===== config.mk =====
export PLATFORM = sky130hd
export DESIGN_NAME = fwd_hazard_unit
export DESIGN_NICKNAME = d
export VERILOG_FILES = /design/src/rtl/fwd_hazard_unit_pkg.sv /design/src/rtl/fwd_hazard_unit_regdecode.sv /design/src/rtl/fwd_hazard_unit.sv
export SDC_FILE = /design/constraint.sdc
export NUM_CORES = 1
export LEC_CHECK = 0
export CAP_MARGIN = 20
export CORE_MARGIN = 1
export CORE_UTILIZATION = 35
export DETAILED_ROUTE_END_ITERATION = 7
export SYNTH_ARGS = -nofsm -noshare
export SYNTH_HDL_FRONTEND = slang
export SYNTH_SLANG_ARGS = --single-unit

===== constraint.sdc =====
create_clock -name clk -period 2.5 [get_ports clk]
set_input_delay 0.5 -clock clk [delete_from_list [all_inputs] [get_ports clk]]
set_output_delay 0.5 -clock clk [all_outputs]
set_load 0.1 [all_outputs]

===== src/rtl/fwd_hazard_unit_pkg.sv =====
// fwd_hazard_unit_pkg: opcodes, forwarding encoding and pipeline stage record
package fwd_hazard_unit_pkg;
  typedef enum logic [3:0] {
    OP_ADD, OP_SUB, OP_RED, OP_XOR, OP_SLL, OP_SRA, OP_ROR, OP_PADDSB,
    OP_LW, OP_SW, OP_LHB, OP_LLB, OP_B, OP_BR, OP_PCS, OP_HLT
  } opcode_e;
  typedef enum logic [1:0] {FWD_REG = 2'b00, FWD_WB = 2'b01, FWD_MEM = 2'b10} fwd_e;
  typedef struct packed {
    logic       valid;
    logic       wr;
    logic [3:0] dest;
    logic [3:0] src_a;
    logic       used_a;
    logic [3:0] src_b;
    logic       used_b;
    logic       is_lw;
    logic       is_hlt;
  } stage_t;
  // the EX/MEM producer is younger than MEM/WB, so it is tested first
  function automatic fwd_e fwd_sel(input logic used, input logic [3:0] src,
                                   input stage_t mem, input stage_t wb);
    return (used && mem.valid && mem.wr && mem.dest == src) ? FWD_MEM :
           (used && wb.valid && wb.wr && wb.dest == src) ? FWD_WB : FWD_REG;
  endfunction
endpackage


===== src/rtl/fwd_hazard_unit_regdecode.sv =====
// instr_regdecode: register usage of one instruction
module instr_regdecode
  import fwd_hazard_unit_pkg::*;
(
  input  logic [15:0] instr_i,
  output stage_t      dec_o
);
  opcode_e op;
  assign op = opcode_e'(instr_i[15:12]);
  always_comb begin
    dec_o        = '0;
    dec_o.valid  = 1'b1;
    dec_o.dest   = instr_i[11:8];
    dec_o.wr     = (op <= OP_LW || op == OP_LHB || op == OP_LLB || op == OP_PCS) && instr_i[11:8] != 4'd0;
    dec_o.used_a = op <= OP_SW || op == OP_BR || op == OP_LHB || op == OP_LLB;
    dec_o.src_a  = (op == OP_LHB || op == OP_LLB) ? instr_i[11:8] : instr_i[7:4];
    dec_o.used_b = op <= OP_XOR || op == OP_PADDSB || op == OP_SW;
    dec_o.src_b  = (op == OP_SW) ? instr_i[11:8] : instr_i[3:0];
    dec_o.is_lw  = op == OP_LW;
    dec_o.is_hlt = op == OP_HLT;
  end
endmodule


===== src/rtl/fwd_hazard_unit.sv =====
// fwd_hazard_unit: operand forwarding, load-use stall and halt tracking
module fwd_hazard_unit
  import fwd_hazard_unit_pkg::*;
(
  input  logic        clk,
  input  logic        rst,
  input  logic [15:0] id_instr,
  input  logic        id_valid,
  input  logic        flush,
  input  logic        mem_busy,
  output logic [1:0]  ForwardA,
  output logic [1:0]  ForwardB,
  output logic        stall,
  output logic        halted
);
  stage_t id_dec, idex_d, idex_q, exmem_q, memwb_q;
  logic   load_use, hlt_seen_q, halted_q;
  instr_regdecode u_dec (.instr_i(id_instr), .dec_o(id_dec));
  always_comb begin
    load_use = idex_q.valid && idex_q.is_lw && idex_q.wr && id_valid &&
               ((id_dec.used_a && id_dec.src_a == idex_q.dest) ||
                (id_dec.used_b && id_dec.src_b == idex_q.dest));
    stall    = mem_busy || (load_use && !flush);
    // bubbles are stored all-zero so stale fields can never match
    idex_d   = (id_valid && !flush && !stall && !hlt_seen_q) ? id_dec : '0;
    ForwardA = fwd_sel(idex_q.used_a, idex_q.src_a, exmem_q, memwb_q);
    ForwardB = fwd_sel(idex_q.used_b, idex_q.src_b, exmem_q, memwb_q);
    halted   = halted_q;
  end
  always_ff @(posedge clk) begin
    if (rst) begin
      idex_q     <= '0;
      exmem_q    <= '0;
      memwb_q    <= '0;
      hlt_seen_q <= 1'b0;
      halted_q   <= 1'b0;
    end else begin
      if (!mem_busy) begin
        idex_q     <= idex_d;
        exmem_q    <= idex_q;
        memwb_q    <= exmem_q;
        hlt_seen_q <= hlt_seen_q | idex_d.is_hlt;
      end
      halted_q <= halted_q | (memwb_q.valid & memwb_q.is_hlt);
    end
  end
endmodule


## After elaboration in Yosys (flattened, before gate mapping)

Cells that the tools add are included.

- Add/subtract/negate cells: 0
- Multipliers: 0
- Divide/modulo/power cells: 0
- Magnitude comparators: 3
- Equal/unequal tests: 14
- Shifts and indexed selects: 0
- Muxes and demuxes: 7
- Bitwise logic cells: 3
- Reduce and logical (&&, ||, !) cells: 38

Operators by type and width:

| cell | count |
|---|---|
| $eq 4x4->1 const B | 7 |
| $eq 4x4->1 | 6 |
| $logic_and 1x1->1 | 23 |
| $mux 18 | 1 |
| $logic_or 1x1->1 | 11 |
| $le 4x4->1 const B | 2 |
| $mux 4 | 2 |
| $eq 4x3->1 const B | 1 |
| $le 4x2->1 const B | 1 |
| $mux 2 | 2 |
| $reduce_bool 4->1 | 1 |
| $logic_not 1->1 | 3 |
| $mux 1 | 2 |
| $or 1x1->1 | 2 |
| $and 1x1->1 | 1 |

- Register bits after elaboration: 34
- Bits in latches: 0
- RAM bits: 0
- Memory bits (read-only): 0
- Bits of input ports: 21
- Output and inout bits: 6
- Logic and storage cells: 84
- Memories kept: 0

## Depth between registers and ports, before layout

Gate-level depths: netlist of run 1.

- Depth in word-level cells: 14
- Depth in mapped cells: 9
- Depth with buffers taken out: 6

## By module

Synthesis of run 1 repeated with hierarchy kept, for this count alone.

- Cell total of the unflattened synthesis: 164
- Area total of the unflattened synthesis: 1710.4 um^2

By module, submodules not included:

| module | instances | cells each | area each (um^2) |
|---|---|---|---|
| fwd_hazard_unit | 1 | 137 | 1455.1 |
| instr_regdecode | 1 | 27 | 255.2 |

## Worst setup path before layout of run 1

Ideal clock, no wire load.

- Path type: register -> output
- From: reg exmem_q[14] (netlist name)
- To: out ForwardA[0]
- Arrival time: 5378 ps
- Slack: -3378 ps
- Stages on the path, launching flop included: 4
- Buffers on the path: 0
- Path through: dfxtp_1 xor2_1 nor4_1 nor3_1

- Cells in the longest elaborated chain, start to end: 3

RTL lines:

| element | line | text |
|---|---|---|
| from (decl) | fwd_hazard_unit.sv:16 | `stage_t id_dec, idex_d, idex_q, exmem_q, memwb_q;` |
| from (signal assigned) | fwd_hazard_unit.sv:40 | `exmem_q <= idex_q;` |
| $eq 4x4->1 | fwd_hazard_unit_pkg.sv:22 | `return (used && mem.valid && mem.wr && mem.dest == src) ? FWD_MEM :` |
| $logic_and 1x1->1 | fwd_hazard_unit_pkg.sv:22 |  |
| $mux 2 | fwd_hazard_unit_pkg.sv:22 |  |
| to (decl) | fwd_hazard_unit.sv:11 | `output logic [1:0] ForwardA,` |

Every way passes these cells.

## Final worst setup path of run 1

- From: in id_instr[14]
- To: out stall

- Cells in the longest elaborated chain, start to end: 9
- Elaborated cells between the ends (all ways): 23
- Those cells by class: order compare: 2; eq/ne: 7; mux: 2; reduce/logical: 12

RTL lines:

| element | line | text |
|---|---|---|
| from (decl) | fwd_hazard_unit.sv:7 | `input logic [15:0] id_instr,` |
| $le 4x4->1 (tied with other cells) | fwd_hazard_unit_regdecode.sv:15 | `dec_o.used_a = op <= OP_SW \|\| op == OP_BR \|\| op == OP_LHB \|\| op == OP_LLB;` |
| $logic_or 1x1->1, on equally long branches | fwd_hazard_unit_regdecode.sv:15, fwd_hazard_unit_regdecode.sv:16 |  |
| $logic_or 1x1->1 or $mux 4 (tied branches) | fwd_hazard_unit_regdecode.sv:15, fwd_hazard_unit_regdecode.sv:16 |  |
| $logic_or 1x1->1 or $eq 4x4->1 (tied branches) | fwd_hazard_unit_regdecode.sv:15, fwd_hazard_unit.sv:21 |  |
| $logic_and 1x1->1 | fwd_hazard_unit.sv:21 | `((id_dec.used_a && id_dec.src_a == idex_q.dest) \|\|` |
| $logic_or 1x1->1 (*) | fwd_hazard_unit.sv:21 |  |
| $logic_and 1x1->1 (*) | fwd_hazard_unit.sv:20 | `load_use = idex_q.valid && idex_q.is_lw && idex_q.wr && id_valid &&` |
| $logic_and 1x1->1 (*) | fwd_hazard_unit.sv:23 | `stall = mem_busy \|\| (load_use && !flush);` |
| $logic_or 1x1->1 (*) | fwd_hazard_unit.sv:23 |  |
| to (decl) | fwd_hazard_unit.sv:13 | `output logic stall,` |

Every way passes the cells marked *; elsewhere a longest branch is shown, timed or not.

==> results of run 1 <==
cell type report:
class                   instances  area share [%]
repair buffers                 60            22.3
multi-input cells             151            43.1
inverters                      10            1.46
clock buffers                   6            3.22
well taps                      67            3.27
flip-flops and latches         34            26.6
placed cells by master (no fill, tap or decap), drive strengths merged, types with 2 or more instances in the layout:
cell type      count
nor3               4
and2               2
a2111oi            2
nand2             18
nand4              7
nand2b             3
xor2              10
o21ai             15
dlygate4sd2        3
nand3b             2
clkbuf             7
mux2i             19
nor4               5
inv               10
dfxtp             34
xnor2             12
a21oi              8
nand3              5
clkdlybuf4s50     12
buf               43
nor2              25
nor2b              2
worst min-delay path: cells and delay by family (launching register included):
family / cells / cell delay [ns]
buffers and inverters: 1 / 0.05
AO/OA/AOI/OAI: 1 / 0.05
flip-flops: 1 / 0.32
through the flow:
| stage | util [%] | worst slack, ns |
|---|---|---|
| 6_report | 54.0 | 0.0111 |
| 5_1_grt | 54.0 | -0.0822 |
| 4_1_cts | 53.1 | 0.00313 |
| 3_5_place_dp | 48.9 | -0.483 |
| 3_3_place_gp | 48.9 | -0.444 |
| 2_1_floorplan | - | -0.379 |
timing repair:
action / in CTS / in global routing
resized for setup: 35 / 6
pin swaps: 12 / 6
setup endpoints to repair: 2 / 1
buffers inserted: 6 / 1
gates cloned: 1 / 0
power groups by stage:
stage	registers [W]	logic (W)	clock network, W
finish	0.000562	0.000186	0.000385
global route	0.000562	0.000201	0.000418
CTS	0.000561	0.000180	0.000398
detailed placement	0.000573	0.000165	0
global placement	0.000573	0.000165	0
floorplan	0.000570	0.0000849	0
worst min-delay path by stage:
stage | start | to
detailed placement | hlt_seen_q$_SDFFE_PP0N_ | hlt_seen_q$_SDFFE_PP0N_
global route | idex_q[17]$_SDFFE_PP0N_ | idex_q[17]$_SDFFE_PP0N_
global placement | hlt_seen_q$_SDFFE_PP0N_ | hlt_seen_q$_SDFFE_PP0N_
CTS | hlt_seen_q$_SDFFE_PP0N_ | hlt_seen_q$_SDFFE_PP0N_
floorplan | idex_q[17]$_SDFFE_PP0N_ | idex_q[17]$_SDFFE_PP0N_
finish | hlt_seen_q$_SDFFE_PP0N_ | hlt_seen_q$_SDFFE_PP0N_
flip-flops by register name, indices dropped and copies added (netlist names):
name        flops
exmem_q         7
halted          1
hlt_seen_q      1
idex_q         18
memwb_q         7
routing by layer:
metal / global-route usage, % / vias to the layer above
met2: 28.0 / 27
met3: 3.18 / 4
met1: 23.4 / 716
li1: - / 819
met5: 0 / -
met4: 5.88 / 0
logic make-up (layout without fill, tap and decap cells):
family	Yosys count	after routing	synth area share (%)
simple gates	77	77	21.6
flops	34	34	38.9
compound gates	32	32	11.2
xor+xnor	22	22	11.0
buf+inv	21	76	5.87
mux	19	19	10.9
fa+ha+maj	1	1	0.572
==> results_dict.tcl, run 1 <==
set metrics [dict create \
    worstPathCellList "buf_6 > and4bb_4 > mux2i_4 > xor2_1 > nand4_1 > nand3b_1 > buf_12" \
    cts_sinks 34 \
    slew_viol_final 0 \
    ys_async_sr_fraction_pct 0 \
    fp.dieArea_um2 5280 \
    p_leak_nw 1.06 \
    slowest_stage "and4bb_4" \
    clkTransAtPathRegs_ns 0.06 \
    status "finished clean" \
    path_delay_family "simple AND/OR/NAND/NOR gates" \
    insertion_delay_ns 0.27 \
    tns_ns 0 \
    finClkSkew_ns 0.00418 \
    drt_iter0_drc 69 \
    power_frac_seq_pct 49.6 \
    switchingPower_w 0.000271 \
    avgViaCountPerCell 4.77 \
    top_layer_used "met4" \
    pin_count 27 \
    post-route-min-period_ns 2.49 \
    antenna_cells 0 \
    required_ns 2.00 \
    irDropWorstVdd_mv 0.186 \
    switching_share_pct 23.9 \
    cts_tree "built" \
    syn_to_final_growth_pct 46.8 \
    synth_seq_cells 34 \
    yosysMostFrequentCell "dfxtp_1" \
    final_cells 328 \
    startpoint "id_instr[14]" \
    cap_violations 0 \
    fillers 465 \
    dp_hpwl_mm 3.11 \
    synth-edff-count 0 \
    synth_seq_area_share_pct 38.9 \
    p_per_area_nw_per_um2 441 \
    htreeDepth 2 \
    met2_wirelength_mm 1.89 \
    grt_max_degree 20 \
    die_height_um 72.7 \
    avgSynthCellArea_um2 8.49 \
    grt_usage_pct 17.4 \
    port_buffers 26 \
    drive_above_1_share_pct 26.4 \
    antenna_found_initial 0 \
    synth_top_cell_by_area "dfxtp_1" \
    path_depth 7 \
    tightest_slew_ns 0.383 \
    core-area_um2 4750 \
    whs_ns 0.463 \
    grt_pass1_wl_mm 7.12 \
    seq_area_um2 683 \
    r2r_cells 9 \
    grt_pass1_vias 1535 \
    postPlaceCellArea_um2 2320 \
    finalPower_w 0.00113 \
    wl_met1_mm 2.10 \
    p_comb_share_pct 16.4 \
    vias 1566 \
    drc 0 \
    hold_viol 0 \
    synth_top_cells_by_count "34 x dfxtp_1, 25 x nor2_1, 19 x mux2i_1, 18 x nand2_1, 14 x o21ai_0" \
    start_util_pct 36.8 \
    relSlewSlack_pct 74.3 \
    r2r_start "idex_q[17]$_SDFFE_PP0N_" \
    syn_nets 227 \
    nNetsFinal 283 \
    netlist_area_um2 1750 \
    cts-buffers-inserted 5 \
    p_int_w 0.000862 \
    slowest_delay_ns 0.43 \
    ys_warn_count 0 \
    synthCells 206 \
    dr.pass1.iters 4 \
    cp_num_buf_inv 2 \
    cts-hold-fix-buffers 0 \
    ys_top_cells_by_area "dfxtp_1 39%, mux2i_1 11%, xnor2_1 6.0%" \
    synth_flop_cell "dfxtp_1" \
    multi_input_area_um2 1110 \
    critPathLaunchType "primary input" \
    max_freq_ghz 0.402 \
    die_w_um 72.7 \
    endpoint "stall" \
    wl_mm 4.15 \
    worstPathArrival_ns 1.99 \
    timing_worst_setup_path_type "in -> out" \
    final_cell_area_um2 2570 \
    r2r-end "idex_q[5]$_SDFFE_PP0N_" \
    synth_cell_types 36 \
    antenna_left 0 \
    floorplan.rows 25 \
    hold_path_depth 2 \
    path_max_fanout 6 \
    finalCritPeriodShare_pct 99.6 \
    clockPowerShare_pct 34.0 \
    wl_per_cell_um 12.6 \
    yosysTopAreaCellShare_pct 38.9 \
    wl_met3_um 93 \
    grt-ovfl-total 0 \
    setup_viol 0 \
    cts_buffer_depth 2 \
    gp_congestion 0.982 \
    root_buffer "clkbuf_8" \
    hp-class "reg -> reg" \
    cp-end-kind "output pin" \
    placed_cells 313 \
    rsz0062_at_grt "true" \
    rrSetupSlack_ns 0.45 \
]
Power figures use the tool's default switching activity.
==> run 2, diff against run 1 <==
--- a/config.mk
+++ b/config.mk
@@ -5,7 +5,6 @@
 export SDC_FILE = /design/constraint.sdc
 export NUM_CORES = 1
 export LEC_CHECK = 0
-export CAP_MARGIN = 20
 export CORE_MARGIN = 1
 export CORE_UTILIZATION = 35
 export DETAILED_ROUTE_END_ITERATION = 7
==> run 2 against run 1 <==
Against the previous run: worst hold slack about the same; register-to-register slack hardly changed; flip-flop and latch count unchanged; sequential power is essentially flat; combinational power barely moved; largest cell class unchanged; largest power group unchanged.
==> results_dict.tcl, run 2 (synthesis gave the netlist of run 1 again) <==
set metrics [dict create \
    status "finished clean" \
    pin_count 27 \
    nNetsFinal 282 \
    p_per_area_nw_per_um2 442 \
    grt_pass1_wl_mm 7.12 \
    antenna_found_initial 0 \
    cts_tree "built" \
    core-area_um2 4750 \
    cts-buffers-inserted 5 \
    grt_max_degree 20 \
    p_leak_nw 1.06 \
    tightest_slew_ns 1.05 \
    cts_buffer_depth 2 \
    drc 0 \
    worstPathArrival_ns 1.99 \
    grt_pass1_vias 1535 \
    start_util_pct 36.8 \
    drt_iter0_drc 69 \
    final_cell_area_um2 2560 \
    vias 1566 \
    critPathLaunchType "primary input" \
    slowest_delay_ns 0.43 \
    wl_per_cell_um 12.6 \
    irDropWorstVdd_mv 0.185 \
    slew_viol_final 0 \
    final_common_cell "dfxtp_1" \
    gp_congestion 0.982 \
    postPlaceCellArea_um2 2320 \
    antenna_cells 0 \
    slowest_stage "and4bb_4" \
    dr.pass1.iters 4 \
    cts_sinks 34 \
    wl_mm 4.13 \
    required_ns 2.00 \
    cap_violations 0 \
    root_buffer "clkbuf_8" \
    port_buffers 26 \
    finClkSkew_ns 0.00456 \
    dp_hpwl_mm 3.11 \
    finalCritPeriodShare_pct 99.6 \
    hp-class "reg -> reg" \
    startpoint "id_instr[14]" \
    drive_above_1_share_pct 26.2 \
    fillers 465 \
    dp_slack_ns -0.483 \
    grt_usage_pct 17.4 \
    avgViaCountPerCell 4.79 \
    finish.utilization_pct 53.8 \
    antenna_left 0 \
    relSlewSlack_pct 30.1 \
    floorplan.rows 25 \
    max_freq_ghz 0.402 \
    grt-ovfl-total 0 \
    post-route-min-period_ns 2.49 \
    r2r_start "idex_q[17]$_SDFFE_PP0N_" \
    die_height_um 72.7 \
    timing_worst_setup_path_type "in -> out" \
    hp-start "hlt_seen_q$_SDFFE_PP0N_" \
    insertion_delay_ns 0.27 \
    path_max_fanout 6 \
    htreeDepth 2 \
    setup_viol 0 \
    worstPathCellList "buf_6 > and4bb_4 > mux2i_4 > xor2_1 > nand4_1 > nand3b_1 > buf_12" \
    die_w_um 72.7 \
    layout_common_cells "32 x dfxtp_1, 28 x buf_4, 25 x nor2_1" \
    largest_reg_flops 18 \
    setup_ws_ns 0.0110 \
    reg_top3 "idex_q x18, exmem_q x7, memwb_q x7" \
    hold_viol 0 \
    max_flop_register "idex_q" \
    clkTransAtPathRegs_ns 0.06 \
    fp.dieArea_um2 5280 \
    rsz0062_at_grt "true" \
    syn_to_final_growth_pct 46.4 \
    cp-end-kind "output pin" \
]
run 2: layer usage:
layer	vias up	wire, um	part of all wire (%)	GRT usage (%)
li1	816	-	-	-
met1	717	2070	50	23.4
met2	29	1880	46	28.0
met3	4	113	2.7	3.18
met4	0	63	1.5	5.88
met5	-	0	0	0
run 2: worst paths after layout:
check	endpoint	slack, ns	depth (start not counted)
worst max-delay path	stall	0.01	7
worst max register to register	idex_q[5]$_SDFFE_PP0N_	0.45	9
worst min-delay path	hlt_seen_q$_SDFFE_PP0N_	0.46	2
worst min register to register	hlt_seen_q$_SDFFE_PP0N_	0.46	2
run 2: what timing repair did:
item | 4_1_cts | 5_1_grt
hold buffers | 0 | 0
cloned | 1 | 0
buffers inserted | 6 | 1
hold endpoints to repair | 0 | 0
endpoints found under the setup margin | 2 | 1
pin swaps | 12 | 6
gates resized for setup | 35 | 6
run 2: metrics by stage:
step	total power [W]	hold WS [ns]	instances	setup TNS, ns
floorplan	0.000655	0.435	206	-0.719
global placement	0.000738	0.448	313	-4.02
detailed placement	0.000738	0.456	313	-4.67
CTS	0.00114	0.466	326	0
global route	0.00118	0.497	327	-0.0822
finish	0.00113	0.463	327	0
run 2: area by class of cell:
cell class,count,area [um^2],share of cell area (%)
Clock buffer,6,82.6,3.23
Inverter,10,37.5,1.47
Multi-Input combinational cell,151,1110,43.3
Sequential cell,34,683,26.7
Tap cell,67,83.8,3.27
Timing Repair Buffer,59,566,22.1
run 2: report_power, final:
group / switching (W) / total, W / internal, W
Combinational: 0.0000870 / 0.000185 / 0.0000980
Sequential: 0.0000107 / 0.000561 / 0.000551
Clock: 0.000172 / 0.000384 / 0.000212
Total: 0.000270 / 0.00113 / 0.000861
run 2: critical path: cells and delay by family:
kind                      cells  cell delay [ns]
muxes                         1             0.27
buffers and inverters         2             0.28
and+or+nand+nor               3             0.75
xor gates and xnor gates      1             0.18
